===== src/rtl/wordle_pkg.sv =====
// Shared constants, row types and controller state encoding for the wordle board.
package wordle_pkg;
    localparam int CELL_W = 7;
    localparam int ROW_W  = 35;
    localparam int ROWS   = 6;
    localparam int COLS   = 5;

    localparam logic [1:0] COLOR_GRAY   = 2'd0;
    localparam logic [1:0] COLOR_GREEN  = 2'd1;
    localparam logic [1:0] COLOR_YELLOW = 2'd2;
    localparam logic [1:0] COLOR_RED    = 2'd3;

    localparam logic [4:0] LTR_BLANK = 5'd26;

    localparam logic [1:0] KEY_LETTER = 2'd0;
    localparam logic [1:0] KEY_BACK   = 2'd1;
    localparam logic [1:0] KEY_ENTER  = 2'd2;

    typedef enum logic [2:0] {ENTRY, GREEN, YELLOW, COMMIT, WON, LOST, FLASH} state_e;

    typedef logic [COLS-1:0][4:0] row_ltr_t;
    typedef logic [COLS-1:0][1:0] row_col_t;
endpackage


===== src/rtl/wordle_board_ctrl_if.sv =====
// Keystroke handshake between the keyboard front end (master) and the board controller (slave).
interface wordle_board_ctrl_if;
    logic       key_valid;
    logic       key_ready;
    logic [1:0] key_type;
    logic [4:0] key_letter;

    modport master (output key_valid, key_type, key_letter, input key_ready);
    modport slave  (input key_valid, key_type, key_letter, output key_ready);
endinterface


===== src/rtl/wordle_row_scorer.sv =====
// Scores one guess row: one cycle of exact matches, then one cycle per column for
// misplaced letters, consuming each target letter at most once.
module wordle_row_scorer import wordle_pkg::*; (
    input  logic        clk,
    input  logic        rst,
    input  logic        start,
    input  logic [24:0] guess,
    input  logic [24:0] target,
    output logic [9:0]  colors,
    output logic        done
);
    typedef enum logic [1:0] {SC_IDLE, SC_GREEN, SC_YEL} sc_e;

    sc_e             phase_q, phase_d;
    row_ltr_t        guess_q, guess_d, target_q, target_d;
    row_col_t        colors_q, colors_d;
    logic [COLS-1:0] used_q, used_d, green;
    logic [2:0]      idx_q, idx_d;
    logic            done_q, done_d;
    logic            hit;
    logic [2:0]      hit_j;

    always_comb begin
        for (int i = 0; i < COLS; i++) green[i] = (guess_q[i] == target_q[i]);
    end

    // Descending scan so the lowest matching unused target column wins.
    always_comb begin
        hit   = 1'b0;
        hit_j = '0;
        for (int j = COLS-1; j >= 0; j--) begin
            if (!used_q[j] && target_q[j] == guess_q[idx_q]) begin
                hit   = 1'b1;
                hit_j = 3'(j);
            end
        end
    end

    always_comb begin
        phase_d  = phase_q;
        guess_d  = guess_q;
        target_d = target_q;
        colors_d = colors_q;
        used_d   = used_q;
        idx_d    = idx_q;
        done_d   = 1'b0;
        case (phase_q)
            SC_IDLE: if (start) begin
                guess_d  = guess;
                target_d = target;
                phase_d  = SC_GREEN;
            end
            SC_GREEN: begin
                used_d  = green;
                idx_d   = '0;
                phase_d = SC_YEL;
                for (int i = 0; i < COLS; i++) colors_d[i] = green[i] ? COLOR_GREEN : COLOR_GRAY;
            end
            SC_YEL: begin
                if (!green[idx_q] && hit) begin
                    used_d[hit_j]   = 1'b1;
                    colors_d[idx_q] = COLOR_YELLOW;
                end
                if (idx_q == 3'(COLS-1)) begin
                    phase_d = SC_IDLE;
                    done_d  = 1'b1;
                end else begin
                    idx_d = idx_q + 3'd1;
                end
            end
            default: phase_d = SC_IDLE;
        endcase
    end

    always_ff @(posedge clk) begin
        if (rst) begin
            phase_q  <= SC_IDLE;
            guess_q  <= '0;
            target_q <= '0;
            colors_q <= '0;
            used_q   <= '0;
            idx_q    <= '0;
            done_q   <= 1'b0;
        end else begin
            phase_q  <= phase_d;
            guess_q  <= guess_d;
            target_q <= target_d;
            colors_q <= colors_d;
            used_q   <= used_d;
            idx_q    <= idx_d;
            done_q   <= done_d;
        end
    end

    assign colors = colors_q;
    assign done   = done_q;
endmodule


===== src/rtl/wordle_board_ctrl.sv =====
// Wordle board controller: key entry into the 6x5 grid, row scoring, win/loss tracking.
// Define WORDLE_REJECT_FLASH_EN to flash the row dark red on an enter with a partial row.
module wordle_board_ctrl import wordle_pkg::*; #(
    parameter int FLASH_CYCLES = 12_500_000
) (
    input  logic                dclk,
    input  logic                clr,
    input  logic                new_game,
    input  logic [24:0]         target_word,
    wordle_board_ctrl_if.slave  kif,
    output logic [209:0]        display,
    output logic [2:0]          cur_row,
    output logic [2:0]          cur_col,
    output logic                game_won,
    output logic                game_lost
);
    state_e                          state_q, state_d;
    logic [ROWS-1:0][COLS-1:0][4:0]  ltr_q, ltr_d;
    logic [ROWS-1:0][COLS-1:0][1:0]  col_q, col_d;
    logic [2:0]                      cur_row_q, cur_row_d, cur_col_q, cur_col_d;
    logic                            won_q, won_d, lost_q, lost_d;
    logic [24:0]                     target_q, target_d;
    logic [2:0]                      ycnt_q, ycnt_d;
    logic                            accept, score_start, score_rst, score_done;
    logic [9:0]                      score_colors;
    logic [ROWS-1:0]                 flash_row;

`ifdef WORDLE_REJECT_FLASH_EN
    localparam int FW = (FLASH_CYCLES > 1) ? $clog2(FLASH_CYCLES) : 1;
    logic [FW-1:0] fcnt_q, fcnt_d;

    always_comb begin
        for (int r = 0; r < ROWS; r++) flash_row[r] = (state_q == FLASH) && (cur_row_q == 3'(r));
    end
`else
    logic unused_flash;
    assign unused_flash = (FLASH_CYCLES != 0);
    assign flash_row    = '0;
`endif

    assign kif.key_ready = (state_q == ENTRY);
    assign accept        = kif.key_valid && (state_q == ENTRY);
    assign score_start   = accept && !new_game && kif.key_type == KEY_ENTER && cur_col_q == 3'(COLS);
    // Any restart also aborts an in-flight score so no partial colors survive.
    assign score_rst     = clr || new_game;

    wordle_row_scorer u_scorer (
        .clk    (dclk),
        .rst    (score_rst),
        .start  (score_start),
        .guess  (ltr_q[cur_row_q]),
        .target (target_q),
        .colors (score_colors),
        .done   (score_done)
    );

    always_comb begin
        state_d   = state_q;
        ltr_d     = ltr_q;
        col_d     = col_q;
        cur_row_d = cur_row_q;
        cur_col_d = cur_col_q;
        won_d     = won_q;
        lost_d    = lost_q;
        target_d  = target_q;
        ycnt_d    = ycnt_q;
`ifdef WORDLE_REJECT_FLASH_EN
        fcnt_d    = fcnt_q;
`endif
        if (new_game) begin
            state_d   = ENTRY;
            ltr_d     = {(ROWS*COLS){LTR_BLANK}};
            col_d     = '0;
            cur_row_d = '0;
            cur_col_d = '0;
            won_d     = 1'b0;
            lost_d    = 1'b0;
            target_d  = target_word;
            ycnt_d    = '0;
        end else begin
            case (state_q)
                ENTRY: if (accept) begin
                    case (kif.key_type)
                        KEY_LETTER: if (cur_col_q < 3'(COLS)) begin
                            ltr_d[cur_row_q][cur_col_q] = kif.key_letter;
                            cur_col_d = cur_col_q + 3'd1;
                        end
                        KEY_BACK: if (cur_col_q != 3'd0) begin
                            ltr_d[cur_row_q][cur_col_q - 3'd1] = LTR_BLANK;
                            cur_col_d = cur_col_q - 3'd1;
                        end
                        KEY_ENTER: begin
                            if (cur_col_q == 3'(COLS)) state_d = GREEN;
`ifdef WORDLE_REJECT_FLASH_EN
                            else begin
                                state_d = FLASH;
                                fcnt_d  = '0;
                            end
`endif
                        end
                        default: ;
                    endcase
                end
                GREEN: begin
                    state_d = YELLOW;
                    ycnt_d  = '0;
                end
                YELLOW: begin
                    if (ycnt_q == 3'(COLS-1)) state_d = COMMIT;
                    else                      ycnt_d  = ycnt_q + 3'd1;
                end
                COMMIT: if (score_done) begin
                    col_d[cur_row_q] = score_colors;
                    if (score_colors == {COLS{COLOR_GREEN}}) begin
                        state_d = WON;
                        won_d   = 1'b1;
                    end else if (cur_row_q == 3'(ROWS-1)) begin
                        state_d = LOST;
                        lost_d  = 1'b1;
                    end else begin
                        state_d   = ENTRY;
                        cur_row_d = cur_row_q + 3'd1;
                        cur_col_d = '0;
                    end
                end
                FLASH: begin
`ifdef WORDLE_REJECT_FLASH_EN
                    if (fcnt_q == FW'(FLASH_CYCLES-1)) state_d = ENTRY;
                    else                               fcnt_d  = fcnt_q + FW'(1);
`else
                    state_d = ENTRY;
`endif
                end
                default: ;
            endcase
        end
    end

    always_ff @(posedge dclk) begin
        if (clr) begin
            state_q   <= ENTRY;
            ltr_q     <= {(ROWS*COLS){LTR_BLANK}};
            col_q     <= '0;
            cur_row_q <= '0;
            cur_col_q <= '0;
            won_q     <= 1'b0;
            lost_q    <= 1'b0;
            target_q  <= target_word;
            ycnt_q    <= '0;
`ifdef WORDLE_REJECT_FLASH_EN
            fcnt_q    <= '0;
`endif
        end else begin
            state_q   <= state_d;
            ltr_q     <= ltr_d;
            col_q     <= col_d;
            cur_row_q <= cur_row_d;
            cur_col_q <= cur_col_d;
            won_q     <= won_d;
            lost_q    <= lost_d;
            target_q  <= target_d;
            ycnt_q    <= ycnt_d;
`ifdef WORDLE_REJECT_FLASH_EN
            fcnt_q    <= fcnt_d;
`endif
        end
    end

    for (genvar r = 0; r < ROWS; r++) begin : g_row
        for (genvar c = 0; c < COLS; c++) begin : g_col
            assign display[ROW_W*r + CELL_W*c +: CELL_W] =
                {flash_row[r] ? COLOR_RED : col_q[r][c], ltr_q[r][c]};
        end
    end

    assign cur_row   = cur_row_q;
    assign cur_col   = cur_col_q;
    assign game_won  = won_q;
    assign game_lost = lost_q;
endmodule


===== src/flat_wrapper.sv =====
// flat-port wrapper written by rule: the top's interface ports become plain ports
module wordle_board_ctrl_flat import wordle_pkg::*;
#(
    parameter int FLASH_CYCLES = 12_500_000
)
  (dclk, clr, new_game, target_word, display, cur_row, cur_col, game_won, game_lost, kif_key_valid, kif_key_type, kif_key_letter, kif_key_ready);
  wordle_board_ctrl_if kif_i ();
  input  logic dclk;
  input  logic clr;
  input  logic new_game;
  input  logic [24:0] target_word;
  output logic [209:0] display;
  output logic [2:0] cur_row;
  output logic [2:0] cur_col;
  output logic game_won;
  output logic game_lost;
  input wire logic [$bits(kif_i.key_valid)-1:0] kif_key_valid;
  input wire logic [$bits(kif_i.key_type)-1:0] kif_key_type;
  input wire logic [$bits(kif_i.key_letter)-1:0] kif_key_letter;
  output wire logic [$bits(kif_i.key_ready)-1:0] kif_key_ready;
  assign kif_i.key_valid = kif_key_valid;
  assign kif_i.key_type = kif_key_type;
  assign kif_i.key_letter = kif_key_letter;
  assign kif_key_ready = kif_i.key_ready;
  wordle_board_ctrl #(.FLASH_CYCLES(FLASH_CYCLES)) u_core (.dclk(dclk), .clr(clr), .new_game(new_game), .target_word(target_word), .kif(kif_i), .display(display), .cur_row(cur_row), .cur_col(cur_col), .game_won(game_won), .game_lost(game_lost));
endmodule

===== config.mk =====
export PLATFORM = sky130hd
export DESIGN_NAME = wordle_board_ctrl_flat
export DESIGN_NICKNAME = d
export VERILOG_FILES = /design/src/rtl/wordle_pkg.sv /design/src/rtl/wordle_board_ctrl_if.sv /design/src/rtl/wordle_row_scorer.sv /design/src/rtl/wordle_board_ctrl.sv /design/src/flat_wrapper.sv
export SDC_FILE = /design/constraint.sdc
export NUM_CORES = 1
export LEC_CHECK = 0
export BUFFER_PORTS_ARGS = -buffer_cell sky130_fd_sc_hd__buf_2
export CAP_MARGIN = 30
export CORE_ASPECT_RATIO = 1.2
export CORE_MARGIN = 1.5
export CORE_UTILIZATION = 29
export DETAILED_ROUTE_END_ITERATION = 7
export HOLD_SLACK_MARGIN = 0.05
export SYNTH_ARGS = -nofsm -noshare
export SYNTH_HDL_FRONTEND = slang
export SYNTH_SLANG_ARGS = --single-unit

===== constraint.sdc =====
create_clock -name dclk -period 2.9 [get_ports dclk]
set_input_delay 0.58 -clock dclk [delete_from_list [all_inputs] [get_ports dclk]]
set_output_delay 0.58 -clock dclk [all_outputs]
set_load 0.02 [all_outputs]

Yosys cells after proc, flatten, opt, wreduce, memory -nomap -nowiden
Cells that the tools add are included.
{ "totals": {"ff_bits": 320, "latchBits": 0, "mem_bits_rw": 0, "mem_bits_ro": 0, "elab_cells": 269, "memories": 0} }
{ "classes": {"addsub": 5, "n_mul": 0, "n_div": 0, "order_cmp": 11, "n_eq_ne": 40, "n_shift": 0, "muxes": 70, "bitwise_logic": 10, "n_reduce_logical": 47} }
{ "ops": {"columns": ["operator", "n"], "rows": [
  ["$mux 150", 2],
  ["$pmux 150 s2", 1],
  ["$bwmux 150", 1],
  ["$demux 25 s3", 2],
  ["$mux 25", 5],
  ["$or 90x90->90", 1],
  ["$bmux 25 s3", 1],
  ["$and 60x60->60", 1],
  ["$bwmux 60", 1],
  ["$mux 3", 20],
  ["$not 60->60", 1],
  ["$eq 5x5->1", 10],
  ["$demux 10 s3", 1],
  ["$demux 5 s3", 2],
  ["$pmux 3 s2", 4],
  ["$lt 3x4->1 const B", 5],
  ["$mux 10", 2],
  ["$mux 5", 4],
  ["$pmux 10 s2", 1],
  ["$bmux 5 s3", 1],
  ["$eq 3x3->1 const B", 5],
  ["$ge 3x1->1 const B", 5],
  ["$logic_and 1x1->1", 15],
  ["$pmux 3 s5", 1],
  ["other kinds (37)", 91]
]} }

Longest topological paths before layout
{ "logic_depth": {"ltp_word": 16, "depth_mapped": 12} }

Cells and area by module
Synthesis repeated with hierarchy kept, for this count alone.
{ "hier_totals": {"cells_unflattened": 1602, "area_unflattened_um2": 14069.7} }
{ "by_module_without_submodules": {"columns": ["mod", "instances", "cells_per_inst", "area_each_um2", "seq_area_each_um2"], "rows": [
  ["wordle_board_ctrl", 1, 1150, 10430.0, 5235.0],
  ["wordle_row_scorer", 1, 452, 3639.7, 1421.4]
]} }

Worst setup path before layout
OpenSTA, ideal clock, no wires.
{ "synth_path": {"kind": "register -> register", "from": "reg u_core.u_scorer.idx_q[1]", "to": "reg u_core.u_scorer.used_q[0]", "setup_time_ps": 116, "arrival_time_ps": 2622, "required_ps": 2784, "slack_ps": 162, "path_stages_with_launch": 10, "n_path_buf": 1, "synth_period_minus_slack_ps": 2738, "cell_sequence": "dfxtp_1 buf_6 and4bb_1 a31o_4 or3_1 a221o_1 nor4_4 nor4_2 or3_1 a41o_1"} }
{ "synth_between": {"elab_chain_cells": 16, "elab_cells_between_ends": 36, "classes_between": "order compare (2); eq/ne (6); mux (18); bitwise (1); reduce/logical (9)"} }
{ "synth_rtl": {"columns": ["item", "line_no", "source"], "rows": [
  ["start: declaration", "wordle_row_scorer.sv:18", "logic [2:0] idx_q, idx_d;"],
  ["start signal: assignment", "wordle_row_scorer.sv:90", "idx_q <= idx_d;"],
  ["$bmux 5 s3", "wordle_row_scorer.sv:32", "if (!used_q[j] && target_q[j] == guess_q[idx_q]) begin"],
  ["$mux 5 (implied by the code)", "wordle_row_scorer.sv:32", null],
  ["$eq 5x5->1", "wordle_row_scorer.sv:32", null],
  ["$logic_and 1x1->1", "wordle_row_scorer.sv:32", null],
  ["$mux 3 (5 in series)", "wordle_row_scorer.sv:32", null],
  ["$lt 3x4->1 (implied by the code) or $ge 3x1->1 (tied branches)", "wordle_row_scorer.sv:61", "used_d[hit_j] = 1'b1;"],
  ["$logic_and 1x1->1 (implied by the code)", "wordle_row_scorer.sv:61", null],
  ["$mux 1 (implied by the code)", "wordle_row_scorer.sv:61", null],
  ["$demux 1 s3", "wordle_row_scorer.sv:61", null],
  ["$or 5x5->5 (no line)", null, null],
  ["$mux 5", "wordle_row_scorer.sv:60", "if (!green[idx_q] && hit) begin"],
  ["$pmux 5 s2", "wordle_row_scorer.sv:47", "case (phase_q)"],
  ["end signal: assignment", "wordle_row_scorer.sv:89", "used_q <= used_d;"],
  ["end: declaration", "wordle_row_scorer.sv:17", "logic [COLS-1:0] used_q, used_d, green;"]
]} }
Several ways; a longest one is shown, not always the timed one. The select of a mux whose other input is x is not followed.
A chain may end at the register's enable or synchronous reset.

Final worst setup path
{ "layout_path": {"from": "reg u_core.u_scorer.idx_q[2]", "to": "reg u_core.u_scorer.used_q[0]"} }
The elaborated chain is that of the path after synthesis.

==> reports/qor.log <==
qor: yosys.proportion_of_synthesized_chip_area_in_sequential_cells 0.489
qor: drt.detail_route.first_pass.iterations 7
qor: clock_tree.cts.reportedPaths.clkPinSlew 0.06 ns
qor: grt.grt_remaining_overflow 0
qor: timing.final.setup_skew 0.0232 ns
qor: timing.timing.final.crit_share 0.958
qor: layout.fraction_of_the_core_area_covered_by_cells_at_the_end_of_the_flow 0.369
qor: yosys.synthMuxAreaShare 0.00735
qor: drt.ant_nets 0
qor: floorplanning.fp.dieArea 48300 um^2
qor: pwr.cellPowerDensity 535 nW/um^2
qor: yosys.synth_flop_cell sky130_fd_sc_hd__dfxtp_1
qor: pwr.net-switching-power 2060 uW
qor: layout.final_net_count 1931
qor: yosys.synth_edf_count 25
qor: timing.hold-worst-slack 0.196 ns
qor: place.place.detailed.hpwl 36800 um
qor: yosys.combinational_family_with_the_most_area_after_synthesis simple AND/OR/NAND/NOR gates
qor: setup_path.crit_fanout 10
qor: pwr.power.share.switching 0.226
qor: grt.global_route_wire_length_before_repair 76400 um
qor: place.placedInstanceArea 15800 um^2
qor: grt.grt_usage 0.203
qor: yosys.synth_async_sr_flop_share 0
qor: place.routabilityCongestion 0.886
qor: yosys.synth_compound_gate_area_share 0.206
qor: layout.drive_gt1_frac 0.213
qor: layout.fillCellCount 4773
qor: timing.setup_viol 0
qor: floorplanning.boundaryPins 255
qor: layout.area_growth_syn_to_layout 24.9%
qor: yosys.library_cells_used_by_synthesis 68
qor: setup_path.worst_setup_path_category flop to flop
qor: pwr.ir_worst_vdd 0.354 mV
qor: place.detailedPlace.worstSlack -0.127 ns
qor: run.max-cap-violations 0
qor: setup_path.critPathRequiredTime 3.35 ns
qor: yosys.synth_cells 1646
qor: yosys.simple_gate_area_share_of_the_yosys_netlist 0.223
qor: yosys.ys_warn_count 0
qor: pwr.share_seq_of_total_power 0.494
qor: timing.finalHoldViolations 0
qor: clock_tree.cts.sink_count 320
qor: drt.detail_route.iter0.violations 1053
qor: layout.post_route_cell_area 17000 um^2
qor: layout.mostFrequentLayoutCells 365 x sky130_fd_sc_hd__nand2_1, 294 x sky130_fd_sc_hd__dfxtp_1, 254 x sky130_fd_sc_hd__buf_2
qor: floorplanning.area_inside_the_core_boundary 46200 um^2
qor: hold_path.min-delay-path-class primary input to flop
qor: layout.ff_latch_area 6660 um^2
qor: yosys.synthAdderAreaFrac 0.00992
qor: setup_path.crit_path_end_kind flop
qor: drt.routed_via_density 5.32
qor: clock_tree.buffer_levels_on_the_longest_clock_path 3
qor: drt.routed_wirelength 50700 um
qor: layout.combined_area_of_the_multi_input_logic_cells 6590 um^2
qor: outcome.run_status complete, no violations
qor: yosys.ff_latch_count_synth 320
qor: floorplanning.die_w 201 um
qor: drt.route.vias.total 13448
qor: yosys.syn-cell-area 13600 um^2
qor: floorplanning.floorplan.rows 86
qor: layout.layout.cells.most_common sky130_fd_sc_hd__nand2_1
qor: floorplanning.die_h 240 um
qor: timing.max-slew-margin-rel 0.492
qor: setup_path.setup.worst_path.start_class flop
qor: timing.unrepaired_setup_endpoints_after_global_routing no
qor: timing.worst_slew_pin_slew 0.759 ns
qor: setup_path.critPathArrivalTime 3.23 ns
qor: pwr.cell_internal_pwr 7050 uW
qor: clock_tree.numCtsBuffers 35
qor: clock_tree.clock_latency 0.56 ns
qor: timing.timing_max_transition_violations_final 0
qor: floorplanning.initial_utilization 0.295
qor: pwr.power.static_leakage 0.00626 uW
qor: timing.final.setup.worst_slack 0.122 ns
qor: pwr.comb_power_share 0.026
qor: drt.wl_per_cell 20.0 um
qor: timing.finalWorstPathRequiredPeriod 2.78 ns
qor: yosys.syn_area_per_cell 8.27 um^2
qor: yosys.yosys.area_share.xor_xnor 0.0283
qor: clock_tree.cts-htree-levels 2
qor: clock_tree.cts_tree done
qor: place.placement.io_buffers 254
qor: clock_tree.cts_root_buffer sky130_fd_sc_hd__clkbuf_16
qor: drt.drcViolationCount 0
qor: timing.timing.setup.tns 0 ns
qor: grt.grt_max_degree 118
qor: yosys.synthesized_net_count 1692
qor: pwr.pwr-share-clk 0.480
qor: grt.number_of_antenna_violations_at_the_first_check_in_global_routing 1
qor: grt.grt_pass1_vias 12579
qor: timing.timing.fmax 0.360 GHz
worst max-delay path: stages, from the launching register on:
cell	delay, ns
sky130_fd_sc_hd__dfxtp_1	0.33
sky130_fd_sc_hd__buf_4	0.17
sky130_fd_sc_hd__and4bb_1	0.21
sky130_fd_sc_hd__a31o_4	0.25
sky130_fd_sc_hd__or3_1	0.35
sky130_fd_sc_hd__a221o_1	0.36
sky130_fd_sc_hd__nor4_2	0.24
sky130_fd_sc_hd__buf_4	0.17
sky130_fd_sc_hd__nor4_2	0.04
sky130_fd_sc_hd__or3_1	0.32
sky130_fd_sc_hd__a41o_1	0.23
power by group through the flow:
stage	clock [uW]	sequential [uW]	combinational, uW
2_1_floorplan	0	4590	133
3_3_place_gp	0	4600	230
3_5_place_dp	0	4600	231
4_1_cts	4460	4500	231
5_1_grt	4640	4500	250
6_report	4380	4500	234
metal layers:
layer | part of all wire | track usage
met1 | 0.42 | 0.259
met2 | 0.47 | 0.339
met3 | 0.080 | 0.0436
met4 | 0.032 | 0.0734
met5 | 0 | 0
repair_timing:
action,CTS,global route
pin swaps,0,1
hold buffers,0,0
resized for setup,5,9
buffers inserted,0,0
setup endpoints to repair,10,17
stage by stage:
stage                     power, uW  cells
final                          9110   2528
after global routing           9390   2528
after CTS                      9190   2527
after detailed placement       4830   2464
after global placement         4830   2464
after floorplan                4730   1646
cell usage after synthesis, types with 3 or more instances:
master	n	area, um^2
sky130_fd_sc_hd__a21oi_1	115	576
sky130_fd_sc_hd__a221o_1	5	50.1
sky130_fd_sc_hd__a22oi_1	125	938
sky130_fd_sc_hd__a31oi_1	4	25.0
sky130_fd_sc_hd__a32o_1	4	40.0
sky130_fd_sc_hd__a32oi_1	4	35.0
sky130_fd_sc_hd__and2_1	3	18.8
sky130_fd_sc_hd__and3_1	14	87.6
sky130_fd_sc_hd__buf_1	3	11.3
sky130_fd_sc_hd__clkbuf_1	107	402
sky130_fd_sc_hd__dfxtp_1	295	5910
sky130_fd_sc_hd__edfxtp_1	25	751
sky130_fd_sc_hd__ha_1	10	125
sky130_fd_sc_hd__inv_1	10	37.5
sky130_fd_sc_hd__mux2i_1	10	100
sky130_fd_sc_hd__nand2_1	365	1370
sky130_fd_sc_hd__nand2b_1	12	75.1
sky130_fd_sc_hd__nand3_1	22	110
sky130_fd_sc_hd__nand3b_1	4	30.0
sky130_fd_sc_hd__nand4_1	28	175
sky130_fd_sc_hd__nor2_1	185	694
sky130_fd_sc_hd__nor2b_1	6	37.5
sky130_fd_sc_hd__nor3_1	14	70.1
sky130_fd_sc_hd__nor3b_1	4	30.0
sky130_fd_sc_hd__nor4_1	6	37.5
sky130_fd_sc_hd__nor4_2	4	50.1
sky130_fd_sc_hd__o21ai_0	55	275
sky130_fd_sc_hd__o221ai_1	4	35.0
sky130_fd_sc_hd__o22ai_1	93	582
sky130_fd_sc_hd__o2bb2ai_1	3	26.3
sky130_fd_sc_hd__o31ai_1	5	37.5
sky130_fd_sc_hd__or3_1	16	100
sky130_fd_sc_hd__xnor2_1	18	158
sky130_fd_sc_hd__xor2_1	26	228
area by class of cell:
class / instances / share of cell area
clock buffers: 51 / 0.0610
clock inverters: 12 / 0.00515
inverters: 12 / 0.00294
well taps: 616 / 0.0453
flip-flops and latches: 320 / 0.391
diodes: 1 / 0.000147
multi-input cells: 1199 / 0.387
repair buffers: 317 / 0.107
sequential cells by signal, summed over array words and instances (netlist names):
register	cells
u_core.u_scorer.done	1
u_core.u_scorer.colors	10
u_core.u_scorer.guess_q	25
u_core.state_q	3
u_core.u_scorer.used_q	5
u_core.display	210
u_core.u_scorer.phase_q	2
u_core.cur_row	3
u_core.u_scorer.target_q	25
u_core.ycnt_q	3
u_core.target_q	25
u_core.game_lost	1
u_core.u_scorer.idx_q	3
u_core.game_won	1
u_core.cur_col	3
final timing paths:
check                           start                         to  slack (ns)  cells past startpoint
max          u_core.u_scorer.idx_q[2]  u_core.u_scorer.used_q[0]        0.12                     10
min                    target_word[0]         u_core.target_q[0]        0.20                      1
max reg2reg  u_core.u_scorer.idx_q[2]  u_core.u_scorer.used_q[0]        0.12                     10
min reg2reg        u_core.display[13]         u_core.display[13]        0.45                      2
kinds of logic (layout without fill, tap and decap cells):
logic type / after synthesis / in the layout
compound gates: 437 / 437
xor+xnor: 44 / 44
fa+ha+maj: 11 / 11
buf+inv: 127 / 392
flops: 320 / 320
mux: 10 / 10
other cells: 0 / 1
simple gates: 697 / 697
No activity file was read; power rests on OpenSTA's default activity.
